File: src/rtl/ftoi_wb.sv
// ftoi_wb: pairs each ftoi result with its destination tag and queues the pair for integer writeback
module ftoi_wb #(
  parameter int DEPTH = 4,
  parameter int TAG_W = 6,
  localparam int AW = $clog2(DEPTH),
  localparam int CW = AW + 1
) (
  input  logic             clk,
  input  logic             rstn,
  input  logic             in_valid,
  input  logic [TAG_W-1:0] in_tag,
  output logic             in_ready,
  input  logic [31:0]      y,
  output logic             out_valid,
  output logic [31:0]      out_data,
  output logic [TAG_W-1:0] out_tag,
  input  logic             out_ready,
  output logic [CW-1:0]    count
);
  localparam logic [CW-1:0] DEPTH_C = CW'(DEPTH);
  logic             p_valid_q, p_valid_d;
  logic [TAG_W-1:0] p_tag_q, p_tag_d;
  logic [AW-1:0]    wr_q, wr_d, rd_q, rd_d;
  logic [CW-1:0]    count_q, count_d;
  logic [TAG_W+31:0] mem_q [DEPTH];
  logic             push, pop;
  // Issue gating and head presentation; in_ready counts the in-flight result so it always finds a slot
  always_comb begin
    push      = p_valid_q;
    out_valid = count_q != '0;
    pop       = out_valid && out_ready;
    in_ready  = (count_q + CW'(p_valid_q)) < DEPTH_C;
    out_data  = out_valid ? mem_q[rd_q][31:0] : '0;
    out_tag   = out_valid ? mem_q[rd_q][TAG_W+31:32] : '0;
    count     = count_q;
    p_valid_d = in_valid && in_ready;
    p_tag_d   = p_valid_d ? in_tag : p_tag_q;
    wr_d      = push ? wr_q + AW'(1) : wr_q;
    rd_d      = pop ? rd_q + AW'(1) : rd_q;
    count_d   = count_q + CW'(push) - CW'(pop);
  end
  // Tag stage, pointers and occupancy
  always_ff @(posedge clk or negedge rstn) begin
    if (!rstn) begin
      p_valid_q <= 1'b0;
      p_tag_q   <= '0;
      wr_q      <= '0;
      rd_q      <= '0;
      count_q   <= '0;
    end else begin
      p_valid_q <= p_valid_d;
      p_tag_q   <= p_tag_d;
      wr_q      <= wr_d;
      rd_q      <= rd_d;
      count_q   <= count_d;
    end
  end
  // Storage: y is the result for p_tag in the cycle p_valid is set
  always_ff @(posedge clk) begin
    if (push) mem_q[wr_q] <= {p_tag_q, y};
  end
endmodule

File: config.mk
export PLATFORM = sky130hd
export DESIGN_NAME = ftoi_wb
export DESIGN_NICKNAME = d
export VERILOG_FILES = /design/src/rtl/ftoi_wb.sv
export SDC_FILE = /design/constraint.sdc
export NUM_CORES = 1
export LEC_CHECK = 0
export CAP_MARGIN = 5
export CORE_MARGIN = 2
export CORE_UTILIZATION = 55
export CTS_CLUSTER_SIZE = 25
export DETAILED_ROUTE_END_ITERATION = 8
export DONT_BUFFER_PORTS = 1
export PLACE_DENSITY = 0.7
export SLEW_MARGIN = 20
export SYNTH_ARGS = -nofsm -noshare
export SYNTH_HDL_FRONTEND = slang
export SYNTH_SLANG_ARGS = --single-unit
File: constraint.sdc
create_clock -name clk -period 3.9 [get_ports clk]
set_clock_uncertainty 0.2 [all_clocks]
set_input_delay 0.975 -clock clk [delete_from_list [all_inputs] [get_ports clk]]
set_output_delay 0.975 -clock clk [all_outputs]
set_load 0.005 [all_outputs]
==> summary.txt <==
Job
  • Maxcap violations: 0

Worst hold path
  • Worst Hold Class: input pin to async pin

Critical path
  • Critical path endpoint: out_data[30]
  • CP Launch Type: register
  • CP Max Fanout: 12
  • Critical path endpoint category: primary output
  • Register-to-Register Path Depth: 5
  • CP Class: register to primary output
  • Reg-to-reg slack, setup: 1.73 ns
  • Critical register-to-register path startpoint: count[1]$_DFF_PN0_
  • RR Endpoint: count[2]$_DFF_PN0_
  • CP Cell Sequence: buf_4 -> mux4_2 -> and2_1
  • Critical Path RT: 2.72 ns
  • Worst setup path startpoint: rd_q[0]$_DFFE_PN0P_
  • Slowest cell delay on critical path: 0.59 ns
  • Critical path's slowest cell: dfrtp_2
  • Critical Path AT: 2.00 ns

Synthesis
  • Cell taking the most area after synthesis: edfxtp_1
  • Synth warn: 0
  • Largest cells by area after synthesis: edfxtp_1, mux4_2, dfrtp_1
  • Cell count after synthesis: 291
  • Mapped Area: 0.006431 mm²
  • Unique cell type count in the Yosys netlist: 19
  • Post-Synth Simple-Gate Area: 4.514%
  • Post-synthesis adder-cell area fraction: 1.556%
  • Synth Area in XOR/XNOR: 0.6809%
  • Largest family of logic cells by synthesized area: multiplexers
  • Seq/Total Area, Yosys: 76.42%
  • Synth top area share: 70.97%
  • Compound-cell area share of the yosys netlist: 0.07782%
  • Syn avg cell area: 22.10 µm²
  • Register bit total from synthesis: 166
  • Mapped Nets: 341
  • Mux share of post-synthesis cell area: 14.36%

Cells and area
  • Final Instance Area: 0.007197 mm²
  • Share of post-route cells with drive strength above 1: 25.71%
  • Post-layout nets: 352
  • Area growth from synthesis to layout: 11.91%
  • Area of the multi-input gates: 0.001368 mm²
  • Reg area: 0.004917 mm²
  • Antenna Cells: 0
  • Most frequent cells in the layout: edfxtp_1, and2_1, mux4_2
  • Fillers: 767
  • Final Util: 63.03%
  • Commonest non-fill, non-tap cell in the layout: edfxtp_1

Placed design
  • Post-DP Area: 0.006553 mm²
  • Pre-CTS setup slack: 1.113 ns
  • Final HPWL from detailed placement: 5887 µm
  • Routability Congestion: 0.6668
  • Port buffer count: 0

Power
  • PwrDens: 787.7 mW/mm²
  • Lkg Pwr: 0.002386 µW
  • Tot Pwr: 5669 µW
  • Worst-case vdd ir drop: 0.5430 mV

Global routing
  • GRT Residual Overflow: 0
  • Pin count of the biggest net entering global routing: 39
  • GRT Util Overall: 17.65%
  • Vias in the first global route: 2889
  • Initial antenna violation count: 0
  • First-pass GRT wire length: 15900 µm

Detailed routing
  • First-pass DRT Iterations: 4
  • DR top layer: met4
  • Starting DRT DRC Count: 185
  • Wirelength per Cell: 22.12 µm
  • DRC errors left: 0
  • Met3 routed WL: 708 µm
  • Met2 wire length: 5126 µm
  • Vias/cell: 5.790
  • Routed Antenna Nets: 0
  • DR vias: 2652
  • Metal-1 WL: 4092 µm
  • Total Wirelength: 10130 µm

STA
  • F_max: 314.9 MHz
  • Endpoints failing setup: 0
  • RSZ-0062 raised after global routing: false
  • Slew Limit Headroom: 28.09%
  • Crit path setup slack, layout: 0.7245 ns
  • Final Hold Violating Endpoints: 0
  • Slew @ Worst Pin: 1.079 ns
  • Pins Over Slew Limit: 0
  • Setup TNS: 0 ns
  • Final worst-path cycle share: 81.42%
  • Period minus WS final: 3.176 ns

Clocking
  • Skew-Pair Late Insertion Delay: 0.42 ns
  • Clock transition at path regs: 0.06 ns
  • CTS-repair resized insts: 0
  • Post-cts hold buffer count: 0
  • CTS tree: yes
  • CTS buffer count: 17
  • Setup Buffers After CTS: 0
  • CTS HTree Levels: 4
  • CTS max path bufs: 2
  • CTS root buf: clkbuf_16
  • Number of clock sinks: 166

Die
  • DIE WIDTH: 112.1 µm
  • Die Area: 0.01257 mm²
  • Io pins: 85
  • Core area: 0.01142 mm²
  • DIE HEIGHT: 112.1 µm
  • # rows: 39
  • Initial core utilization: 56.32%

Status
  • Outcome: complete, no violations
==> worst min path at each step <==
| stage | from | endpoint | slack (ns) | cells past startpoint |
|---|---|---|---|---|
| final | rstn | p_tag_q[4]$_DFFE_PN0P_ | 0.04 | 0 |
| after detailed placement | p_tag_q[3]$_DFFE_PN0P_ | mem_q[3][35]$_DFFE_PP_ | 0.30 | 0 |
| after floorplan | p_tag_q[0]$_DFFE_PN0P_ | mem_q[0][32]$_DFFE_PP_ | 0.27 | 0 |
| after CTS | rstn | p_tag_q[1]$_DFFE_PN0P_ | 0.02 | 0 |
| after global routing | rstn | p_tag_q[4]$_DFFE_PN0P_ | 0.02 | 0 |
| after global placement | p_tag_q[3]$_DFFE_PN0P_ | mem_q[2][35]$_DFFE_PP_ | 0.29 | 0 |
==> synth_stat cells <==
cell,instances
dfrtp_1,14
ha_1,8
buf_6,1
buf_4,1
clkbuf_1,5
edfxtp_1,152
inv_1,7
xor2_1,2
mux2_2,6
or3_1,1
nand3_1,1
buf_2,2
xnor2_1,3
buf_12,4
o21ai_0,1
nand2_2,1
mux4_2,38
nand2_1,1
and2_1,43
==> metrics by stage <==
stage                     cells  hold WS [ns]
after global placement      426        0.2861
after floorplan             291        0.2709
final                       458       0.04435
after CTS                   458       0.02466
after global routing        458       0.02418
after detailed placement    426        0.2972
==> worst max-delay path, delay by kind of cell (launching register included) <==
kind	cells	cell delay, ns
mux	1	0.52
simple gates	1	0.19
buf+inv	1	0.29
flops	1	0.59
==> report_power, final <==
part | internal, µW | switching (µW)
sequential | 2340 | 213
clock | 1190 | 617
combinational | 688 | 619
total | 4220 | 1450
==> registers in the layout, indices dropped and copies added, names as in the netlist <==
register,cells
p_valid_q,1
mem_q,152
p_tag_q,6
rd_q,2
count,3
wr_q,2
==> area by class of cell <==
cell class	count	area share, %
sequential	166	68.32
multi-input combinational	105	19.00
tap	143	2.486
clock inverter	11	2.834
inverter	7	0.3651
clock buffer	21	6.120
timing repair buffer	5	0.8693
==> layer usage <==
metal	track usage, %	vias up
met2	28.63	73
met4	8.049	0
met5	0	-
met3	7.073	13
li1	-	1174
met1	20.99	1392
==> logic make-up (layout without fill, tap and decap cells) <==
group,after synthesis,count (layout)
flops,166,166
fa+ha+maj,8,8
buf+inv,20,44
compound gates,1,1
xor+xnor,5,5
mux,44,44
simple gates,47,47
No activity file was read; power rests on OpenSTA's default activity.
